===== config.mk =====
export PLATFORM = sky130hd
export DESIGN_NAME = shift_pipe
export DESIGN_NICKNAME = d
export VERILOG_FILES = /design/src/rtl/shift_pipe.sv
export SDC_FILE = /design/constraint.sdc
export NUM_CORES = 1
export LEC_CHECK = 0
export ABC_AREA = 1
export ABC_CLOCK_PERIOD_IN_PS = 3450
export CAP_MARGIN = 20
export CORE_MARGIN = 4
export CORE_UTILIZATION = 45
export DETAILED_ROUTE_END_ITERATION = 8
export GPL_TIMING_DRIVEN = 1
export PLACE_DENSITY = 0.67
export SYNTH_ARGS = -nofsm -noshare
export SYNTH_HDL_FRONTEND = slang
export SYNTH_SLANG_ARGS = --single-unit

===== constraint.sdc =====
create_clock -name clk -period 3.45 [get_ports clk]
set_input_delay 0.8625 -clock clk [delete_from_list [all_inputs] [get_ports clk]]
set_output_delay 0.8625 -clock clk [all_outputs]
set_load 0.03 [all_outputs]

===== src/rtl/shift_pipe.sv =====
// Pipelined ARM-style barrel shifter (LSL/LSR/ASR/ROR/RRX) with carry-out and valid/ready
// flow control on both sides; mux levels are spread evenly over STAGES register stages.
module shift_pipe #(
    parameter int unsigned WIDTH  = 32,
    parameter int unsigned AMT_W  = 8,
    parameter int unsigned STAGES = 2
) (
    input  logic             clk,
    input  logic             reset,
    input  logic             in_valid,
    output logic             in_ready,
    input  logic [WIDTH-1:0] in_data,
    input  logic [AMT_W-1:0] in_amt,
    input  logic [2:0]       in_op,
    input  logic             in_cin,
    output logic             out_valid,
    input  logic             out_ready,
    output logic [WIDTH-1:0] out_data,
    output logic             out_cout
);

    localparam int unsigned LW   = $clog2(WIDTH);
    localparam int unsigned Last = STAGES - 1;
    localparam int unsigned CtlN = (STAGES > 1) ? STAGES - 1 : 1;
    localparam logic [AMT_W-1:0] WAmt = AMT_W'(WIDTH);

    localparam logic [2:0] OpLsl = 3'b000;
    localparam logic [2:0] OpLsr = 3'b001;
    localparam logic [2:0] OpAsr = 3'b010;
    localparam logic [2:0] OpRor = 3'b011;
    localparam logic [2:0] OpRrx = 3'b100;

    function automatic logic [WIDTH-1:0] bit_rev(input logic [WIDTH-1:0] x);
        logic [WIDTH-1:0] r;
        for (int unsigned i = 0; i < WIDTH; i++) begin
            r[i] = x[WIDTH-1-i];
        end
        return r;
    endfunction

    // Right-shift (rotate or fill) by the amount bits owned by the given stage.
    function automatic logic [WIDTH-1:0] run_levels(input logic [WIDTH-1:0] x,
                                                    input logic [LW-1:0] sh,
                                                    input logic rot, input logic fill,
                                                    input int unsigned stage);
        logic [WIDTH-1:0] y;
        y = x;
        for (int unsigned k = 0; k < LW; k++) begin
            if ((k * STAGES) / LW == stage && sh[k]) begin
                if (rot) y = (y >> (1 << k)) | (y << (WIDTH - (1 << k)));
                else     y = (y >> (1 << k)) | ({WIDTH{fill}} << (WIDTH - (1 << k)));
            end
        end
        return y;
    endfunction

    // Stage-0 decode: everything becomes a right shift; LSL runs on the bit-reversed operand.
    logic [LW-1:0]    amt_lo, amt_m1, amt_neg;
    logic             amt_zero, amt_lt_w, amt_eq_w;
    logic [WIDTH-1:0] dec_data;
    logic [LW-1:0]    dec_sh;
    logic             dec_rot, dec_fill, dec_rev, dec_sat, dec_cout;

    assign amt_lo   = in_amt[LW-1:0];
    assign amt_m1   = amt_lo - LW'(1);
    assign amt_neg  = ~amt_lo + LW'(1);
    assign amt_zero = (in_amt == '0);
    assign amt_lt_w = (in_amt < WAmt);
    assign amt_eq_w = (in_amt == WAmt);

    always_comb begin
        dec_sh   = '0;
        dec_rot  = 1'b0;
        dec_fill = 1'b0;
        dec_rev  = 1'b0;
        dec_sat  = 1'b0;
        dec_cout = in_cin;
        case (in_op)
            OpLsl: begin
                dec_rev = 1'b1;
                if (!amt_zero) begin
                    if (amt_lt_w) begin
                        dec_sh   = amt_lo;
                        dec_cout = in_data[amt_neg];
                    end else begin
                        dec_sat  = 1'b1;
                        dec_cout = amt_eq_w ? in_data[0] : 1'b0;
                    end
                end
            end
            OpLsr: begin
                if (!amt_zero) begin
                    if (amt_lt_w) begin
                        dec_sh   = amt_lo;
                        dec_cout = in_data[amt_m1];
                    end else begin
                        dec_sat  = 1'b1;
                        dec_cout = amt_eq_w ? in_data[WIDTH-1] : 1'b0;
                    end
                end
            end
            OpAsr: begin
                dec_fill = in_data[WIDTH-1];
                if (!amt_zero) begin
                    if (amt_lt_w) begin
                        dec_sh   = amt_lo;
                        dec_cout = in_data[amt_m1];
                    end else begin
                        dec_sat  = 1'b1;
                        dec_cout = in_data[WIDTH-1];
                    end
                end
            end
            OpRor: begin
                if (!amt_zero) begin
                    dec_rot  = 1'b1;
                    dec_sh   = amt_lo;
                    dec_cout = in_data[amt_m1];
                end
            end
            OpRrx: begin
                dec_sh   = LW'(1);
                dec_fill = in_cin;
                dec_cout = in_data[0];
            end
            default: ;
        endcase
        if (dec_sat)      dec_data = {WIDTH{dec_fill}};
        else if (dec_rev) dec_data = bit_rev(in_data);
        else              dec_data = in_data;
    end

    logic [STAGES-1:0] valid_q, ready, take, ld_valid;
    logic [WIDTH-1:0]  data_q  [STAGES];
    logic [WIDTH-1:0]  ld_data [STAGES];
    logic [STAGES-1:0] cout_q, ld_cout;
    logic [LW-1:0]     sh_q    [CtlN];
    logic [LW-1:0]     ld_sh   [CtlN];
    logic [CtlN-1:0]   rot_q, fill_q, rev_q, ld_rot, ld_fill, ld_rev;

    // A stage can load when empty or when its occupant moves on this cycle.
    always_comb begin
        logic nxt;
        nxt = out_ready;
        for (int s = STAGES - 1; s >= 0; s--) begin
            ready[s] = !valid_q[s] || nxt;
            nxt      = ready[s];
        end
    end

    for (genvar s = 0; s < STAGES; s++) begin : g_stage
        logic [WIDTH-1:0] src_data, lvl_data;
        logic [LW-1:0]    src_sh;
        logic             src_rot, src_fill, src_rev, src_cout, src_valid;

        if (s == 0) begin : g_first
            assign src_data  = dec_data;
            assign src_sh    = dec_sh;
            assign src_rot   = dec_rot;
            assign src_fill  = dec_fill;
            assign src_rev   = dec_rev;
            assign src_cout  = dec_cout;
            assign src_valid = in_valid;
        end else begin : g_rest
            assign src_data  = data_q[s-1];
            assign src_sh    = sh_q[s-1];
            assign src_rot   = rot_q[s-1];
            assign src_fill  = fill_q[s-1];
            assign src_rev   = rev_q[s-1];
            assign src_cout  = cout_q[s-1];
            assign src_valid = valid_q[s-1];
        end

        assign lvl_data    = run_levels(src_data, src_sh, src_rot, src_fill, s);
        assign ld_data[s]  = (s == Last && src_rev) ? bit_rev(lvl_data) : lvl_data;
        assign ld_cout[s]  = src_cout;
        assign ld_valid[s] = src_valid;
        assign take[s]     = ready[s] && src_valid;

        if (s < Last) begin : g_ctl
            assign ld_sh[s]   = src_sh;
            assign ld_rot[s]  = src_rot;
            assign ld_fill[s] = src_fill;
            assign ld_rev[s]  = src_rev;
        end
    end

    always_ff @(posedge clk or posedge reset) begin
        if (reset) begin
            valid_q <= '0;
            cout_q  <= '0;
            rot_q   <= '0;
            fill_q  <= '0;
            rev_q   <= '0;
            for (int s = 0; s < STAGES; s++) data_q[s] <= '0;
            for (int s = 0; s < CtlN; s++)   sh_q[s]   <= '0;
        end else begin
            for (int s = 0; s < STAGES; s++) begin
                if (ready[s]) valid_q[s] <= ld_valid[s];
                if (take[s]) begin
                    data_q[s] <= ld_data[s];
                    cout_q[s] <= ld_cout[s];
                end
            end
            for (int s = 0; s < STAGES - 1; s++) begin
                if (take[s]) begin
                    sh_q[s]   <= ld_sh[s];
                    rot_q[s]  <= ld_rot[s];
                    fill_q[s] <= ld_fill[s];
                    rev_q[s]  <= ld_rev[s];
                end
            end
        end
    end

    assign in_ready  = ready[0];
    assign out_valid = valid_q[Last];
    assign out_data  = data_q[Last];
    assign out_cout  = cout_q[Last];

endmodule


==> summary.txt <==
Status
  • Status: finished clean

STA
  • Unrepaired setup endpoints after global routing: false
  • Fmax: 331 MHz
  • Post-route minimum period: 3.02 ns
  • Max-Slew Margin vs Limit: 44.5%
  • Final setup viols: 0
  • Clock Skew: 0.00936 ns
  • Max Slew Vio Count: 0
  • Setup TNS Final: 0 ns
  • Actual slew at the worst max-slew pin: 0.832 ns
  • Final Hold Vio Count: 0
  • Final period util: 87.6%

Clock network
  • PostCTS Resize Cnt: 0
  • Setup bufs post-CTS: 0
  • Clk pin slew, worst setup/hold paths: 0.06 ns
  • CTS tree: built
  • CTS Sinks: 73
  • Skew-Pair Late Insertion Delay: 0.34 ns
  • Inserted Clock Buffers: 9
  • Post-CTS Hold Fix Bufs: 0
  • Clock Tree Root: clkbuf_16
  • H-tree depth: 3
  • CTS Buffer Depth: 2

Logic synthesis
  • Main synth FF type: dfrtp_1
  • Total number of yosys warnings: 0
  • Post-synthesis cell count: 1,074
  • Sequential share of the synthesized area: 28.4%
  • Top-area cell type share of the netlist area: 28.4%
  • Post-synth EDFFs: 0
  • Synth area leader: dfrtp_1
  • Post-synthesis cell area: 6420 sq um
  • Top post-synthesis cells by area: dfrtp_1 (28%), nand2_1 (23%), nand3_1 (13%)
  • Synth async-reset ratio: 100%
  • Synth Area per Inst: 5.98 sq um
  • Yosys cell types: 34
  • Post-Syn Nets: 1,123
  • Synthesis-stage register bit count: 73

Global route
  • GRT overflow: 0
  • Gr usage total: 24.0%
  • Vias in the first global route: 6,338
  • First-pass GRT wire length: 32,000 um
  • Initial antenna violation count: 0
  • Largest net degree at the start of global routing: 63

Pwr
  • Psw: 1640 uW
  • Logic pwr share: 44.9%
  • Clock share of power: 24.2%
  • Power Density: 529 nW/um^2
  • Switching share of power: 40.3%
  • Int Pwr: 2430 uW
  • Pleak: 0.00376 uW
  • Flop pwr share: 30.9%
  • Maximum vdd drop: 0.256 mV

Detailed routing
  • Wire per inst: 14.9 um
  • Post-route antenna net violation count: 0
  • Post-DR vias/cell: 5.49
  • DRC: 0
  • Routed wire length: 19,400 um
  • Initial drt markers: 612
  • Via count: 7,154
  • Pre-Repair DR Iteration Count: 5

Critical path
  • Largest delay contributor family on the critical path: buffers and inverters
  • Slowest-stage cell, CP: clkdlybuf4s50_1
  • Total buffers and inverters traversed by the critical path: 3
  • CP max FO: 3
  • Worst path most repeated cell: clkdlybuf4s50_1
  • Crit. End Element: output port
  • Critical-path cell list: clkdlybuf4s50_1 > inv_1 > nand3_1 > clkdlybuf4s50_1
  • Startpoint types: input pin
  • Required @ worst endpoint: 2.59 ns
  • Worst Path Arrival: 2.16 ns
  • Crit Path Category: input pin to output port
  • Largest stage delay, worst path: 0.69 ns

Die
  • Die Y: 127 um
  • IO Pins: 83
  • Row Count: 43
  • Starting Density: 46.1%
  • Die W: 127 um
  • Die ar.: 16,200 sq um
  • Core area: 13,900 sq um

Cells and area
  • Commonest non-fill, non-tap cells in the layout: nand2_1 (395), nand3_1 (167), o21ai_0 (105), clkdlybuf4s50_1 (82), dfrtp_1 (73)
  • Area grow syn2layout: 19.9%
  • Final std cells w/o fill: 1,303
  • Share of cells above drive strength 1: 5.61%
  • Most common cell after layout, fill and taps aside: nand2_1
  • N_diodes: 0
  • Final nets: 1,168
  • Util after Layout: 55.3%

Place
  • PortBufs: 82
  • Placed cells: 1,288
  • DP Wirelength: 14,800 um
  • Final RePlAce weighted congestion: 0.937

Min path
  • Min-Delay Path Class: flip-flop to flip-flop

Flow run
  • Total of max-cap violations: 0
worst min-delay path, cell delays in order, from the launching register on:
cell and delay [ns]:
dfrtp_1 0.34, nand2_1 0.05, o21ai_0 0.05
per-stage QoR:
step	hold WS (ns)	power, uW	instance area [sq um]	setup slack [ns]
CTS	0.489	4090	7700	0.417
floorplan	0.442	2400	6420	0.420
detailed placement	0.474	3100	7390	0.217
global placement	0.466	3080	7390	0.233
global route	0.510	4320	7700	0.305
finish	0.482	4070	7700	0.429
cell usage after synthesis, types with 9 or more instances:
master    number
inv_1         60
nand3_1      167
nor2_1        50
buf_2         23
buf_1          9
o22a_1        24
o211ai_1      31
o21ai_1       34
o21ai_0      105
a21oi_1       16
dfrtp_1       73
clkbuf_1      39
nand2_1      395
worst paths after layout:
| check | startpoint | endpoint | slack [ns] | cells after the start |
|---|---|---|---|---|
| max in group asynchronous | reset | out_data[31] | 1.88 | 3 |
| worst max-delay path | out_ready | in_ready | 0.43 | 4 |
| worst min register to register | out_data[5] | out_data[5] | 0.48 | 2 |
| worst min-delay path | out_data[5] | out_data[5] | 0.48 | 2 |
| worst max register to register | g_stage[1].src_rot | out_data[17] | 0.87 | 8 |
| min in group asynchronous | reset | g_stage[1].src_data[13] | 0.93 | 2 |
cell type report:
class / count / area, sq um
clock buffers: 9 / 225
clock inverters: 6 / 83.8
fillers: 1426 / 6230
inverters: 69 / 259
multi-input cells: 857 / 4010
flip-flops and latches: 73 / 1830
well taps: 180 / 225
repair buffers: 109 / 1070
kinds of logic (layout without fill, tap and decap cells):
family	after synthesis	count (layout)	synth area share [%]
flip-flops	73	73	28.4
multiplexers	8	8	1.25
XOR/XNOR	2	2	0.273
AND/OR/NAND/NOR	627	627	40.7
buffers and inverters	144	193	9.16
adder cells (fa/ha/maj)	1	1	0.195
AO/OA/AOI/OAI	219	219	20.0
registers in the layout, indices dropped and copies added, names as in the netlist:
name              count
out_data             32
g_stage.src_data     32
g_stage.src_sh        2
fill_q                1
g_stage.src_rot       1
cout_q                2
g_stage.src_rev       1
valid_q               2
metal layers:
layer | vias up | share of wire (%) | track usage, %
met3 | 32 | 5.3 | 3.14
met2 | 222 | 46 | 38.0
met1 | 3234 | 46 | 34.3
met5 | - | 0 | 0
li1 | 3666 | - | -
met4 | 0 | 2.3 | 6.88
power by group through the flow:
stage                     Sequential [uW]  Combinational, uW  Clock [uW]
after global placement               1270               1820           0
final                                1260               1830         987
after CTS                            1260               1830         993
after global routing                 1290               2000        1030
after detailed placement             1280               1830           0
after floorplan                      1540                860           0
No activity file was read; power rests on OpenSTA's default activity.
